===== src/rtl/lm70_ctrl_pkg.sv =====
// Shared types and constants for the LM70 temperature-sensor read controller.
package lm70_ctrl_pkg;

  localparam int LM70_NBITS = 16;

  typedef enum logic [2:0] {
    ST_IDLE   = 3'd0,
    ST_SETUP  = 3'd1,
    ST_SCK_HI = 3'd2,
    ST_SCK_LO = 3'd3,
    ST_FINISH = 3'd4
  } state_e;

endpackage


===== src/rtl/lm70_ctrl_tick.sv =====
// Half-period timer for the LM70 serial clock: cleared on phase entry,
// last_o marks the final CLK_DIV cycle of the current phase.
module lm70_ctrl_tick #(
  parameter int CLK_DIV = 4
) (
  input  logic clk_i,
  input  logic rstn_i,
  input  logic clr_i,
  output logic last_o
);

  logic [7:0] cnt_q, cnt_d;

  always_comb begin
    cnt_d = clr_i ? 8'd0 : cnt_q + 8'd1;
  end

  always_ff @(posedge clk_i) begin
    if (!rstn_i) cnt_q <= 8'd0;
    else         cnt_q <= cnt_d;
  end

  assign last_o = (cnt_q == 8'(CLK_DIV - 1));

endmodule


===== src/rtl/lm70_ctrl.sv =====
// LM70 read controller: one START clocks a full frame from the sensor into temp_o.
// Optional over-temperature flag (temp_hi_i / alarm_o) built only with LM70_CTRL_ALARM_EN.
//
// state     | meaning
// ST_IDLE   | CS high, waiting for START
// ST_SETUP  | CS low, first bit settling at the sensor
// ST_SCK_HI | SCK high, sample SIO on last cycle
// ST_SCK_LO | SCK low, sensor shifts next bit
// ST_FINISH | CS high, TEMP just loaded, DONE pulse
module lm70_ctrl
  import lm70_ctrl_pkg::*;
#(
  parameter int CLK_DIV = 4,
  parameter int NBITS   = LM70_NBITS
) (
  input  logic             clk_i,
  input  logic             rstn_i,
  input  logic             start_i,
  input  logic             sio_i,
`ifdef LM70_CTRL_ALARM_EN
  input  logic [NBITS-1:0] temp_hi_i,
  output logic             alarm_o,
`endif
  output logic             busy_o,
  output logic             done_o,
  output logic [NBITS-1:0] temp_o,
  output logic             cs_o,
  output logic             sck_o
);

  localparam int CW = (NBITS > 1) ? $clog2(NBITS) : 1;

  state_e           state_q, state_d;
  logic [CW-1:0]    bit_q, bit_d;
  logic [NBITS-1:0] shift_q, shift_d;
  logic [NBITS-1:0] temp_q, temp_d;
  logic             done_q, done_d;
  logic             cs_q, cs_d;
  logic             sck_q, sck_d;
  logic             last;
  logic             tick_clr;
`ifdef LM70_CTRL_ALARM_EN
  logic             alarm_q, alarm_d;
`endif

  // Counter restarts on every phase change and stays parked while idle.
  assign tick_clr = (state_d != state_q) || (state_q == ST_IDLE);

  lm70_ctrl_tick #(.CLK_DIV(CLK_DIV)) u_tick (
    .clk_i  (clk_i),
    .rstn_i (rstn_i),
    .clr_i  (tick_clr),
    .last_o (last)
  );

  always_comb begin
    state_d = state_q;
    bit_d   = bit_q;
    shift_d = shift_q;
    temp_d  = temp_q;
    done_d  = 1'b0;
    cs_d    = cs_q;
    sck_d   = sck_q;
`ifdef LM70_CTRL_ALARM_EN
    alarm_d = alarm_q;
`endif
    case (state_q)
      ST_IDLE: begin
        if (start_i) begin
          state_d = ST_SETUP;
          cs_d    = 1'b0;
          bit_d   = CW'(NBITS - 1);
        end
      end
      ST_SETUP: begin
        if (last) begin
          state_d = ST_SCK_HI;
          sck_d   = 1'b1;
        end
      end
      ST_SCK_HI: begin
        if (last) begin
          shift_d = {shift_q[NBITS-2:0], sio_i};
          state_d = ST_SCK_LO;
          sck_d   = 1'b0;
        end
      end
      ST_SCK_LO: begin
        if (last) begin
          if (bit_q == '0) begin
            state_d = ST_FINISH;
            cs_d    = 1'b1;
            temp_d  = shift_q;
            done_d  = 1'b1;
`ifdef LM70_CTRL_ALARM_EN
            alarm_d = ($signed(shift_q) >= $signed(temp_hi_i));
`endif
          end else begin
            bit_d   = bit_q - CW'(1);
            state_d = ST_SCK_HI;
            sck_d   = 1'b1;
          end
        end
      end
      ST_FINISH: state_d = ST_IDLE;
      default:   state_d = ST_IDLE;
    endcase
  end

  always_ff @(posedge clk_i) begin
    if (!rstn_i) begin
      state_q <= ST_IDLE;
      bit_q   <= '0;
      shift_q <= '0;
      temp_q  <= '0;
      done_q  <= 1'b0;
      cs_q    <= 1'b1;
      sck_q   <= 1'b0;
`ifdef LM70_CTRL_ALARM_EN
      alarm_q <= 1'b0;
`endif
    end else begin
      state_q <= state_d;
      bit_q   <= bit_d;
      shift_q <= shift_d;
      temp_q  <= temp_d;
      done_q  <= done_d;
      cs_q    <= cs_d;
      sck_q   <= sck_d;
`ifdef LM70_CTRL_ALARM_EN
      alarm_q <= alarm_d;
`endif
    end
  end

  assign busy_o = (state_q != ST_IDLE);
  assign done_o = done_q;
  assign temp_o = temp_q;
  assign cs_o   = cs_q;
  assign sck_o  = sck_q;
`ifdef LM70_CTRL_ALARM_EN
  assign alarm_o = alarm_q;
`endif

endmodule


===== config.mk =====
export PLATFORM = sky130hd
export DESIGN_NAME = lm70_ctrl
export DESIGN_NICKNAME = d
export VERILOG_FILES = /design/src/rtl/lm70_ctrl_pkg.sv /design/src/rtl/lm70_ctrl_tick.sv /design/src/rtl/lm70_ctrl.sv
export SDC_FILE = /design/constraint.sdc
export NUM_CORES = 1
export LEC_CHECK = 0
export BUFFER_PORTS_ARGS = -buffer_cell sky130_fd_sc_hd__buf_2
export CAP_MARGIN = 15
export CORE_MARGIN = 3
export CORE_UTILIZATION = 30
export DETAILED_ROUTE_END_ITERATION = 8
export GPL_TIMING_DRIVEN = 0
export PLACE_DENSITY = 0.46
export REMOVE_ABC_BUFFERS = 1
export SYNTH_ARGS = -nofsm -noshare
export SYNTH_HDL_FRONTEND = slang
export SYNTH_SLANG_ARGS = --single-unit

===== constraint.sdc =====
create_clock -name clk_i -period 2.23 [get_ports clk_i]
set_input_delay 0.446 -clock clk_i [delete_from_list [all_inputs] [get_ports clk_i]]
set_output_delay 0.446 -clock clk_i [all_outputs]
set_load 0.02 [all_outputs]

# ---- After elaboration in Yosys (flattened, before gate mapping)
# Index checks and enable logic that the tools add are counted.
dict set report word_totals {
  regBits 50
  in_bits 4
  out_inout_bits 20
  wordCells 55
}
dict set report op_classes {
  n_reduce_logical 13
  n_bitwise 1
  addsub 2
  mux 20
  n_eq_ne 11
}
# cell n
set op_table {}
lappend op_table {{$mux W3} 5}
lappend op_table {{$mux W4} 3}
lappend op_table {{$ne A2 B2 Y1 const B} 6}
lappend op_table {{$pmux W3 S4} 1}
lappend op_table {{$add A8 B1 Y8 const B} 1}
lappend op_table {{$eq A8 B2 Y1 const B} 1}
lappend op_table {{$mux W1} 8}
lappend op_table {{$pmux W4 S2} 1}
lappend op_table {{$reduce_and A4 Y1} 2}
lappend op_table {{$eq A3 B2 Y1 const B} 2}
lappend op_table {{$reduce_and A3 Y1} 2}
lappend op_table {{$reduce_bool A3 Y1} 2}
lappend op_table {{$reduce_and A5 Y1} 1}
lappend op_table {{$logic_not A4 Y1} 1}
lappend op_table {{$sub A4 B1 Y4 const B} 1}
lappend op_table {{$eq A3 B1 Y1 const B} 1}
lappend op_table {{$logic_not A3 Y1} 1}
lappend op_table {{$ne A3 B3 Y1} 1}
lappend op_table {{$pmux W1 S3} 1}
lappend op_table {{$pmux W1 S2} 1}
lappend op_table {{$reduce_and A2 Y1} 1}
lappend op_table {{$reduce_bool A2 Y1} 1}
lappend op_table {{$reduce_or A2 Y1} 1}
lappend op_table {{$logic_or A1 B1 Y1} 1}
lappend op_table {{$not A1 Y1} 1}

# ---- Logic depth before layout (Yosys ltp)
# Gate-level depths: netlist of run 1.
dict set report logic_depth {
  ltp_word 7
  ltp_mapped 8
  mapped_depth_nobuf 6
}

# ---- Cells and area by module
# From an unflattened synthesis of run 1, not the netlist that was laid out.
dict set report hier_totals {
  hier_cells 242
  area_unflattened_um2 2073.2
}
# module instances cells_per_inst seq_area_each_um2 area_each_um2
set modules_own_cells {}
lappend modules_own_cells {lm70_ctrl 1 204 840.8 1735.4}
lappend modules_own_cells {lm70_ctrl_tick 1 38 160.2 337.8}

# ---- Worst setup path before layout of run 1
# OpenSTA, ideal clock, no wires.
dict set report synth_path {
  path_kind {reg-to-reg}
  startpoint {reg u_tick.cnt_q[0]}
  endpoint {reg temp_q[10], in the netlist temp_o[10]}
  required_time_ns 2.113
  stages_incl_launch_ff 8
  arrival_time_ns 1.654
  period_less_slack_ns 1.771
  slack_ns 0.459
  n_path_buf 2
  cell_sequence {dfxtp_1 -> ha_1 -> nor4b_2 -> and2_1 -> buf_4 -> a31oi_2 -> buf_2 -> a22o_1}
}
dict set report synth_via {
  elab_chain_len 2
}
# item line_no
set synth_rtl {}
lappend synth_rtl {{start, declared} lm70_ctrl_tick.sv:12} ;# logic [7:0] cnt_q, cnt_d;
lappend synth_rtl {{start signal, assigned} lm70_ctrl_tick.sv:20} ;# else cnt_q <= cnt_d;
lappend synth_rtl {{$eq A8 B2 Y1} lm70_ctrl_tick.sv:23} ;# assign last_o = (cnt_q == 8'(CLK_DIV - 1));
lappend synth_rtl {{$reduce_and A3 Y1 (no source line)} n/a}
lappend synth_rtl {{end signal, assigned} lm70_ctrl.sv:126} ;# temp_q <= temp_d;
lappend synth_rtl {{end, declared} lm70_ctrl.sv:36} ;# logic [NBITS-1:0] temp_q, temp_d;
# No other way between the ends.
# A chain may end at the register's enable or synchronous reset.

# ---- Worst setup path after layout of run 1
dict set report layout_path {
  startpoint {reg u_tick.cnt_q[0]}
  endpoint {reg temp_q[15], in the netlist temp_o[15]}
}
# Same word-level chain as after synthesis.

==> results by group, run 1 <==
STA
  – Min Clock Period, post-route: 2.00 ns
  – Min Hold Slack: 0.379 ns
  – Count of final setup violators: 0
  – RSZ-0062 raised after global routing: no
  – Fmax: 0.499 GHz
  – Max_slew headroom: 55.0%
  – Clock skew: 0.0153 ns
  – Final hold vios: 0
  – Count of pins over their slew limit: 0
  – Worst-margin pin slew: 0.674 ns
  – Tcrit/Tclk final: 89.8%

Detailed routing
  – DR DRC count: 0
  – Post-route ant nets: 0
  – WL/cell: 12.8 um
  – Starting DRT DRC Count: 69
  – Vias: 1337
  – Drt first pass iters: 4
  – Final wirelength: 3560 um
  – DR vias/cell: 4.81

Min path
  – Hold Crit Class: in -> reg
  – Hold_sp: sio_i

Cells and area
  – Most frequent cells in the layout: dfxtp_1, nor2_1, buf_2
  – Nets: 208
  – Layout Cells excl Fill: 278
  – Area grow syn2layout: 15.3%
  – Most common cell after layout, fill and taps aside: dfxtp_1
  – ANT cells: 0
  – Fillers: 606
  – Layout cells sized above 1: 20.2%

Synthesis
  – Synth warnings: 0
  – Register area share after synthesis: 53.3%
  – Top cells by area, synth: dfxtp_1, mux2i_1, a22o_1, nor2_1, xor2_1
  – Synthesis-stage register bit count: 50
  – Async set or reset register ratio after synthesis: 0%
  – Cell taking the most area after synthesis: dfxtp_1
  – Post-Synthesis Cells: 181
  – Syn Std Cell Area: 1880 um^2
  – Top cell type's share of synthesized area: 53.3%
  – EDFF count, synth: 0
  – Syn Area/Cell: 10.4 um^2
  – Post-synth cell types: 36
  – Synth Flop Type: dfxtp_1

Global route
  – Global route overflow: 0
  – First-pass GRT wire length: 5970 um
  – Met2 Use GR: 15.7%
  – Largest net degree at the start of global routing: 21
  – Vias in the first global route: 1274
  – Grt met3 use: 4.08%
  – Gr busiest metal: met2
  – Initial antenna violation count: 0
  – GRT Overall Usage: 10.3%
  – Met1 Use GR: 13.3%

Floorplan
  – Die Area: 7250 um^2
  – Starting Density: 31.4%
  – Row Count: 28
  – Die width: 85.1 um
  – Core ar.: 5990 um^2
  – Top Ports: 24
  – Die height: 85.1 um

CTS
  – Clk buf depth: 2
  – Worst skew pair latency: 0.31 ns
  – Num CTS Buffers: 5
  – Root buffer cell: clkbuf_8
  – H-tree Lvls: 2
  – TritonCTS clock tree: done
  – Clk sinks: 50
  – CTS clk-pin slew, worst paths: 0.10 ns

Run status
  – Run status: finished clean

Worst setup path
  – Critical path class: reg -> reg
  – CP Capture Type: flip-flop
  – Worst path arrival time: 2.20 ns
  – Crit start category: flip-flop
  – Worst Path Max Fanout: 16
  – Setup crit start: u_tick.cnt_q[0]
  – RR Startpoint: u_tick.cnt_q[0]
  – Critical path data required time: 2.43 ns

Pwr
  – Peak supply drop: 0.244 mV
  – PD cells: 715 nW/um^2
  – Leak Pwr: 1.00 nW

Placement
  – Placed cell count: 267
  – PortBufs: 23
  – Gp weighted congestion: 0.768
  – Post-DP HPWL: 2420 um

Job
  – Max Cap Viol: 0
layer usage:
layer / wire (um) / share of wire, % / up-vias
met1: 1690 / 48 / 623
met4: 59 / 1.7 / 0
li1: - / - / 685
met5: 0 / 0 / -
met3: 167 / 4.7 / 7
met2: 1640 / 46 / 22
registers in the layout, indices dropped and copies added, names as in the netlist:
signal and cells:
u_tick.cnt_q 8, done_o 1, cs_o 1, temp_o 16
sck_o 1, state_q 3, shift_q 16, bit_q 4
area by class of cell:
type	instances	area (um^2)	share of cell area, %
Tap cell	75	93.8	4.33
Clock buffer	5	68.8	3.18
Timing Repair Buffer	27	153	7.04
Clock inverter	3	28.8	1.33
Sequential cell	50	1000	46.2
Multi-Input combinational cell	113	803	37.1
Inverter	5	18.8	0.866
stage by stage:
step           worst slack [ns]  area, um^2  power [mW]  setup TNS (ns)  util (%)
2_1_floorplan             0.143        1810       0.981               0         -
3_3_place_gp             -0.386        2020        1.00           -7.37      33.7
3_5_place_dp            -0.0991        2030        1.00           -1.29      34.0
4_1_cts                  0.0265        2140        1.57               0      35.8
5_1_grt                  0.0514        2170        1.62               0      36.2
6_report                  0.228        2170        1.55               0      36.2
kinds of logic (layout without fill, tap and decap cells):
kind of cell,Yosys count,after routing,synth area share [%]
buf+inv,18,40,4.66
flops,50,50,53.3
fa+ha+maj,2,2,1.33
xor+xnor,6,6,2.80
mux,16,16,8.52
compound gates,28,28,12.4
simple gates,61,61,17.0
critical path, cell delays in order (launching register included):
cell	delay, ns
dfxtp_1	0.40
ha_1	0.26
nor4b_2	0.34
and2_2	0.35
a31oi_4	0.25
a22o_1	0.31
power by group:
part / internal, mW / total (mW) / switching [mW] / leakage, nW
sequential: 0.903 / 0.915 / 0.0118 / 0.404
clock: 0.233 / 0.567 / 0.334 / 0.0502
combinational: 0.0241 / 0.0674 / 0.0433 / 0.550
Yosys cell counts, types with 2 or more instances:
cell / number
dfxtp_1: 50
nor2_1: 29
a22o_1: 16
mux2i_1: 16
buf_2: 7
nor3_1: 7
nand3_1: 6
inv_1: 5
xor2_1: 5
a211oi_1: 4
and4_1: 3
buf_4: 3
clkbuf_1: 3
a31oi_1: 2
and3_1: 2
ha_1: 2
or3_1: 2
final timing paths:
kind | end | slack [ns] | cells past startpoint
worst max-delay path | temp_o[15] | 0.23 | 5
worst max register to register | temp_o[15] | 0.23 | 5
worst min-delay path | shift_q[0] | 0.38 | 3
worst min register to register | u_tick.cnt_q[0] | 0.48 | 1
what timing repair did:
| item | CTS | global route |
|---|---|---|
| setup buffers | 0 | 3 |
| endpoints found under the setup margin | 16 | 23 |
| pin swaps | 0 | 1 |
| hold endpoints to repair | 0 | 0 |
| hold buffers | 0 | 0 |
| resized for setup | 2 | 2 |
Power figures use the tool's default switching activity.
==> inputs of run 2 (changes only) <==
CTS_CLUSTER_SIZE = 24   (was not set)
PLACE_DENSITY = not set   (was 0.46)
PLACE_DENSITY_LB_ADDON = 0.08   (was not set)
==> run 2 against run 1 <==
  * Fmax grew 0.49%
  * Hold slack is essentially flat
  * Largest cell class unchanged
  * Final area shrank 0.23%
  * Core utilization shrank 0.084 points
  * Wire length grew 0.90%
  * Clock-buffer cell count is the same
  * Sequential power is essentially flat
  * Die area is the same
  * Cell count shrank 0.36%
  * Clock skew shrank 0.0034 ns
  * Power shrank 0.96%
  * Largest power group unchanged
==> results by group, run 2 (synthesized netlist as in run 1, its figures left out) <==
STA
  – Max_slew headroom: 54.1%
  – Min Clock Period, post-route: 1.99 ns
  – Min Hold Slack: 0.379 ns
  – Final hold vios: 0
  – Count of final setup violators: 0
  – Clock skew: 0.0120 ns
  – Fmax: 0.502 GHz
  – Tcrit/Tclk final: 89.4%
  – Setup WS post-layout: 0.237 ns
  – Worst-margin pin slew: 0.687 ns
  – RSZ-0062 raised after global routing: no
  – Count of pins over their slew limit: 0

Job
  – Max Cap Viol: 0

Cells and area
  – Area of the multi-input gates: 810 um^2
  – Fillers: 614
  – Most common cell after layout, fill and taps aside: dfxtp_1
  – Area grow syn2layout: 15.0%
  – Nets: 207
  – Layout cells sized above 1: 19.8%
  – FF/Latch Area: 1000 um^2
  – Most frequent cells in the layout: dfxtp_1, nor2_1, buf_2
  – Post-layout utilization of the core: 36.1%
  – ANT cells: 0

Placement
  – PortBufs: 23
  – Post-DP HPWL: 2460 um
  – Pre-CTS WS: -0.123 ns
  – Gp weighted congestion: 0.757

Pwr
  – PD cells: 710 nW/um^2
  – Total Power: 1.53 mW
  – Leak Pwr: 0.996 nW
  – Peak supply drop: 0.295 mV

Detailed routing
  – Drt first pass iters: 4
  – Starting DRT DRC Count: 57
  – DR vias/cell: 4.74
  – DR DRC count: 0
  – Post-route ant nets: 0
  – Final wirelength: 3590 um
  – WL/cell: 13.0 um
  – Vias: 1314

Floorplan
  – Core ar.: 5990 um^2
  – Die height: 85.1 um
  – Row Count: 28
  – Starting Density: 31.4%
  – Die Area: 7250 um^2
  – Top Ports: 24
  – Die width: 85.1 um

CTS
  – H-tree Lvls: 2
  – TritonCTS clock tree: done
  – Num CTS Buffers: 5
  – Clk sinks: 50
  – Root buffer cell: clkbuf_8
  – CTS clk-pin slew, worst paths: 0.09 ns
  – Clk buf depth: 2
  – Worst skew pair latency: 0.31 ns

Worst setup path
  – Critical path data required time: 2.43 ns
  – CP Capture Type: flip-flop
  – Worst path arrival time: 2.19 ns
  – Reg2reg setup slack: 0.24 ns
  – Worst Path Max Fanout: 16
  – Worst Reg-to-Reg Cells: 5
  – RR Endpoint: temp_o[15]
  – Critical path class: reg -> reg
  – Crit start category: flip-flop
  – RR Startpoint: u_tick.cnt_q[0]

Global route
  – Initial antenna violation count: 0
  – GRT Overall Usage: 10.8%
  – First-pass GRT wire length: 6240 um
  – Largest net degree at the start of global routing: 21
  – Vias in the first global route: 1307
  – Global route overflow: 0

Run status
  – Run status: finished clean

Min path
  – Hold Crit Class: in -> reg
  – Worst Hold Path EP: shift_q[0]
  – Hold_sp: sio_i
  – Hold path depth: 3
run 2: layer usage:
metal  wire length (um)  vias to the layer above  global-route usage [%]  share of wire [%]
met5                  0                        -                       0                  0
li1                   -                      681                       -                  -
met2               1690                       18                    16.8                 47
met4                 25                        0                    3.02               0.70
met1               1720                      613                    14.1                 48
met3                158                        2                    4.08                4.4
run 2: worst max-delay path by stage:
stage	startpoint	slack, ns	depth (start not counted)	endpoint
floorplan	u_tick.cnt_q[0]	0.14	5	shift_q[0]
global placement	u_tick.cnt_q[0]	-0.42	5	shift_q[2]
detailed placement	u_tick.cnt_q[0]	-0.12	5	temp_o[15]
CTS	u_tick.cnt_q[0]	0.05	5	temp_o[15]
global route	u_tick.cnt_q[0]	0.01	5	temp_o[3]
finish	u_tick.cnt_q[0]	0.24	5	temp_o[15]
run 2: what timing repair did:
item	4_1_cts	5_1_grt
gates resized for setup	3	2
setup buffers	0	2
pin swaps	0	1
hold buffers	0	0
endpoints found under the setup margin	17	29
run 2: per-stage QoR:
stage / setup TNS [ns] / instances / area [um^2]
floorplan: 0 / 168 / 1810
global placement: -8.16 / 266 / 2020
detailed placement: -1.77 / 267 / 2030
CTS: 0 / 275 / 2140
global route: 0 / 277 / 2160
finish: 0 / 277 / 2160
run 2: area by class of cell:
class / count / share of cell area [%]
sequential: 50 / 46.3
multi-input combinational: 113 / 37.4
timing repair buffer: 26 / 6.71
tap: 75 / 4.34
clock buffer: 5 / 3.18
clock inverter: 3 / 1.16
inverter: 5 / 0.868
run 2: where the power goes:
| part | internal, mW | switching (mW) | total (mW) | leakage, nW |
|---|---|---|---|---|
| sequential | 0.903 | 0.0130 | 0.916 | 0.404 |
| clock | 0.227 | 0.320 | 0.547 | 0.0447 |
| combinational | 0.0266 | 0.0446 | 0.0712 | 0.547 |
run 2: critical path, cell delays in order (launching register included):
cell and delay, ns:
dfxtp_1 0.40, ha_1 0.26, nor4b_2 0.33, and2_2 0.34, a31oi_4 0.24, a22o_1 0.30
